### src/rtl/aucohl_pkg.sv
// Shared constants and types for the aucohl FIFO family.
package aucohl_pkg;

  localparam int DEF_DW = 8;
  localparam int DEF_AW = 4;

  // Number of entries addressed by an aw-bit pointer.
  function automatic int depth_of(input int aw);
    return 1 << aw;
  endfunction

  // Default thresholds for a DEF_AW-deep FIFO: almost-full one entry short of
  // full, almost-empty at a quarter of the depth.
  localparam int DEF_AFULL_TH  = depth_of(DEF_AW) - 1;
  localparam int DEF_AEMPTY_TH = depth_of(DEF_AW) / 4;

  // Accepted operation in one cycle, encoded as {write_ok, read_ok}.
  typedef enum logic [1:0] {
    OP_NONE = 2'b00,
    OP_RD   = 2'b01,
    OP_WR   = 2'b10,
    OP_BOTH = 2'b11
  } fifo_op_e;

endpackage

### src/rtl/aucohl_ram_1r1w.sv
// Simple dual-port storage: synchronous write, asynchronous (show-ahead) read.
// The array is never reset; contents survive reset and flush.
module aucohl_ram_1r1w #(
  parameter int DW = 8,
  parameter int AW = 4
) (
  input  logic          clk,
  input  logic          we,
  input  logic [AW-1:0] waddr,
  input  logic [DW-1:0] wdata,
  input  logic [AW-1:0] raddr,
  output logic [DW-1:0] rdata
);

  localparam int DEPTH = 1 << AW;

  logic [DW-1:0] r_mem [0:DEPTH-1];

  // Store the write word at the write address on each enabled edge.
  always_ff @(posedge clk) begin
    if (we) begin
      r_mem[waddr] <= wdata;
    end
  end

  assign rdata = r_mem[raddr];

endmodule

### src/rtl/aucohl_fifo_th.sv
// Synchronous show-ahead FIFO with occupancy level, programmable
// almost-full / almost-empty thresholds and optional sticky error flags.
// Define AUCOHL_FIFO_ERR_FLAGS_EN to build the overflow/underflow logic;
// otherwise those outputs are tied low and err_clr is ignored.
module aucohl_fifo_th
  import aucohl_pkg::*;
#(
  parameter int DW = DEF_DW,
  parameter int AW = DEF_AW
) (
  input  logic          clk,
  input  logic          rst,
  input  logic          flush,
  input  logic          wr,
  input  logic [DW-1:0] wdata,
  input  logic          rd,
  output logic [DW-1:0] rdata,
  output logic          full,
  output logic          empty,
  output logic [AW:0]   level,
  input  logic [AW:0]   afull_th,
  input  logic [AW:0]   aempty_th,
  output logic          afull,
  output logic          aempty,
  output logic          overflow,
  output logic          underflow,
  input  logic          err_clr
);

  localparam int          DEPTH    = depth_of(AW);
  localparam int          LW       = AW + 1;
  localparam logic [AW:0] LVL_FULL = LW'(DEPTH);

  logic [AW-1:0] r_wptr;
  logic [AW-1:0] r_rptr;
  logic [AW:0]   r_level;
  logic          r_full;
  logic          r_empty;

  logic          w_wr_ok;
  logic          w_rd_ok;
  logic          w_ram_we;
  fifo_op_e      w_op;
  logic [AW:0]   w_level_next;

  // Decide which requests are accepted and the resulting occupancy.
  always_comb begin
    w_wr_ok      = wr & ~r_full;
    w_rd_ok      = rd & ~r_empty;
    w_op         = fifo_op_e'({w_wr_ok, w_rd_ok});
    w_level_next = r_level;
    case (w_op)
      OP_WR:   w_level_next = r_level + 1'b1;
      OP_RD:   w_level_next = r_level - 1'b1;
      default: w_level_next = r_level;
    endcase
  end

  // Pointers, level and flags; reset and flush both empty the queue.
  always_ff @(posedge clk) begin
    if (rst || flush) begin
      r_wptr  <= '0;
      r_rptr  <= '0;
      r_level <= '0;
      r_full  <= 1'b0;
      r_empty <= 1'b1;
    end else begin
      if (w_wr_ok) begin
        r_wptr <= r_wptr + 1'b1;
      end
      if (w_rd_ok) begin
        r_rptr <= r_rptr + 1'b1;
      end
      r_level <= w_level_next;
      r_full  <= (w_level_next == LVL_FULL);
      r_empty <= (w_level_next == '0);
    end
  end

  // A write ignored because of reset or flush must not touch storage.
  assign w_ram_we = w_wr_ok & ~flush & ~rst;

  aucohl_ram_1r1w #(
    .DW(DW),
    .AW(AW)
  ) u_ram (
    .clk   (clk),
    .we    (w_ram_we),
    .waddr (r_wptr),
    .wdata (wdata),
    .raddr (r_rptr),
    .rdata (rdata)
  );

  assign level  = r_level;
  assign full   = r_full;
  assign empty  = r_empty;
  assign afull  = (r_level >= afull_th);
  assign aempty = (r_level <= aempty_th);

`ifdef AUCOHL_FIFO_ERR_FLAGS_EN
  logic r_overflow;
  logic r_underflow;

  // Sticky error flags; a new error in the clear cycle keeps the flag set.
  always_ff @(posedge clk) begin
    if (rst) begin
      r_overflow  <= 1'b0;
      r_underflow <= 1'b0;
    end else begin
      if (wr && r_full && !flush) begin
        r_overflow <= 1'b1;
      end else if (err_clr) begin
        r_overflow <= 1'b0;
      end
      if (rd && r_empty && !flush) begin
        r_underflow <= 1'b1;
      end else if (err_clr) begin
        r_underflow <= 1'b0;
      end
    end
  end

  assign overflow  = r_overflow;
  assign underflow = r_underflow;
`else
  logic w_unused_err_clr;
  assign w_unused_err_clr = err_clr;
  assign overflow         = 1'b0;
  assign underflow        = 1'b0;
`endif

endmodule

### config.mk
export PLATFORM = sky130hd
export DESIGN_NAME = aucohl_fifo_th
export DESIGN_NICKNAME = d
export VERILOG_FILES = /design/src/rtl/aucohl_pkg.sv /design/src/rtl/aucohl_ram_1r1w.sv /design/src/rtl/aucohl_fifo_th.sv
export SDC_FILE = /design/constraint.sdc
export NUM_CORES = 1
export LEC_CHECK = 0
export CORE_ASPECT_RATIO = 1.4
export CORE_MARGIN = 1.5
export CORE_UTILIZATION = 40
export DETAILED_ROUTE_END_ITERATION = 8
export HOLD_SLACK_MARGIN = 0.1
export SLEW_MARGIN = 20
export SYNTH_ARGS = -nofsm -noshare
export SYNTH_HDL_FRONTEND = slang
export SYNTH_HIERARCHICAL = 1
export SYNTH_SLANG_ARGS = --single-unit
### constraint.sdc
create_clock -name clk -period 3.5 [get_ports clk]
set_input_delay 0.7 -clock clk [delete_from_list [all_inputs] [get_ports clk]]
set_output_delay 0.7 -clock clk [all_outputs]
set_load 0.02 [all_outputs]
==> results.yml <==
status:
  outcome: "finished, final reports clean"
grt:
  grt_pass1_vias: 3502
  grt_usage: 0.162
  grt_pass1_wl_um: 18900
  grt_max_degree: 36
  antenna_found_initial: 0
  gr-total-overflow: 0
clocking:
  cts_max_level: 4
  cts_tree: "built"
  clk_pin_slew_ns: 0.06
  cts.sinks: 143
  cts_buffers: 17
  cts-hold-fix-buffers: 0
  clock_latency_ns: 0.41
  root_buffer: "clkbuf_16"
  cts.path.max_buffers: 2
sta:
  tightest_slew_ns: 0.639
  hold_violations: 0
  finalMaxSlewViolations: 0
  period_needed_ns: 3.28
  rsz0062_at_grt: "no"
  fin_tns_setup_ns: 0
  relSlewSlack: 0.573
  fin_ws_ns: 0.220
  period_share: 0.937
  max_clock_freq_mhz: 305
  finalClockSkew_ns: 0.00862
  finalSetupViolCount: 0
die:
  die_h_um: 149
  initial_core_util: 0.406
  pin_count: 43
  die_w_um: 107
  die-area_sq_um: 16000
  core_area_sq_um: 15000
  core.rowCount: 53
yosys:
  ys_seq_elements: 143
  yosysMostFrequentCell: "edfxtp_1"
  synth_top_area_frac: 0.631
  synthTopCellsByCount: "edfxtp_1 (128), nor2_1 (24), nand2_1 (19)"
  yosys_most_used_dff: "edfxtp_1"
  yosys.area.top_type: "edfxtp_1"
  ys_seq_area_frac: 0.680
  synth_area_sq_um: 6090
  yosysWarnings: 6
  avgSynthCellArea_sq_um: 17.5
  synthesis.instances: 349
  synth_area_leaders: "edfxtp_1 (63%), mux4_2 (6.7%), mux4_1 (6.0%)"
  synth_cell_types: 54
  synth_edf_count: 128
  ys_async_sr_fraction: 0
drt:
  route.detailed.drc: 0
  dr_wl_met3_um: 399
  vias: 3312
  route.top_layer_used: "met4"
  drt-pass1-iter-count: 4
  wl_met2_um: 6540
  dr.first_iter.drc_count: 245
  ant_nets: 0
  routed_wirelength_um: 11900
  wl_met1_um: 4770
  via_per_inst: 5.32
  drt-wirelength-per-cell_um: 19.2
placement:
  io_buffers: 39
  post-place-ws_ns: -0.0735
  gp_congestion: 0.718
  dp_hpwl_um: 8070
worst_setup_path:
  cp-end-kind: "output pin"
  start_kind: "primary input"
  path_class: "in -> out"
  crit_fanout: 2
  cp.required_ns: 2.80
  cp.arrival_ns: 2.58
run:
  cap_violations: 0
final_layout:
  antennaDiodeCount: 0
  area_growth_pct: 21.2
  utilization: 0.493
  nets: 456
  drive_above_1_share: 0.211
pwr:
  p_per_area_nw_per_um2: 502
  power_mw: 3.71
  leakage_nw: 2.52
  ir_worst_vdd_uv: 268
hold_path:
  min_path_type: "reg -> reg"
==> what timing repair did <==
item	4_1_cts	5_1_grt
cloned	0	0
setup endpoints to repair	1	1
buffers inserted	0	0
pin swaps	0	0
gates resized for setup	1	2
==> routing by layer <==
metal,global-route usage,vias up
li1,-,1536
met4,0.0613,0
met1,0.183,1679
met5,0,-
met2,0.295,84
met3,0.0389,13
==> placed cells by master (no fill, tap or decap), drive strengths merged, types with 2 or more instances in the layout <==
cell type / instances
a21o: 6
a21oi: 5
a22oi: 17
a31o: 2
buf: 29
clkbuf: 18
clkdlybuf4s50: 37
clkinvlp: 4
conb: 2
dfxtp: 15
edfxtp: 128
ha: 14
inv: 21
mux2i: 2
mux4: 32
nand2: 19
nand2b: 4
nand3: 2
nand3b: 2
nand4: 2
nor2: 24
nor2b: 3
nor3: 6
o21a: 3
o31ai: 2
or3: 2
xnor2: 4
xor2: 5
==> worst paths after layout <==
check,startpoint,slack (ns),end,depth (start not counted)
setup / recovery,aempty_th[1],0.22,aempty,9
hold reg to reg,r_rptr[1],0.52,r_rptr[1],2
hold / removal,r_rptr[1],0.52,r_rptr[1],2
setup reg to reg,empty,1.07,empty,10
==> report_power, final <==
part           switching [mW]  internal, mW  total, mW  leakage (nW)
clock network           0.747         0.934       1.68         0.261
logic                  0.0803        0.0740      0.154         0.989
registers             0.00617          1.86       1.87          1.27
==> worst max-delay path, stage by stage <==
cell and delay, ns:
clkdlybuf4s50_1 0.45, inv_1 0.04, ha_1 0.28, nor2b_1 0.13
o21a_1 0.16, o21a_1 0.17, o21a_1 0.16, o22ai_1 0.12
dlygate4sd2_1 0.36
==> state kept, by name, summed over array words and instances, names as in the netlist <==
name	count
full	1
level	5
r_wptr	4
r_rptr	4
u_ram/r_mem	128
empty	1
==> area by class of cell <==
cell class / count / area, sq um
clock buffers: 18 / 429
clock inverters: 14 / 125
fillers: 1320 / 7600
inverters: 12 / 50.0
multi-input cells: 176 / 1760
flip-flops and latches: 143 / 4150
well taps: 192 / 240
repair buffers: 68 / 634
==> metrics by stage <==
step | instance area, sq um | std cells | hold WS (ns)
global placement | 6830 | 591 | 0.500
detailed placement | 6830 | 591 | 0.509
floorplan | 6100 | 350 | 0.511
global route | 7380 | 623 | 0.566
CTS | 7380 | 623 | 0.518
finish | 7380 | 623 | 0.517
==> cell families after synthesis <==
kind of cell             share of synthesized area
XOR/XNOR                                    0.0129
AO/OA/AOI/OAI                               0.0573
multiplexers                                 0.130
adder cells (fa/ha/maj)                     0.0288
buffers and inverters                       0.0320
AND/OR/NAND/NOR                             0.0579
other                                     0.000616
flip-flops                                   0.680
(Power assumes the default switching activity.)
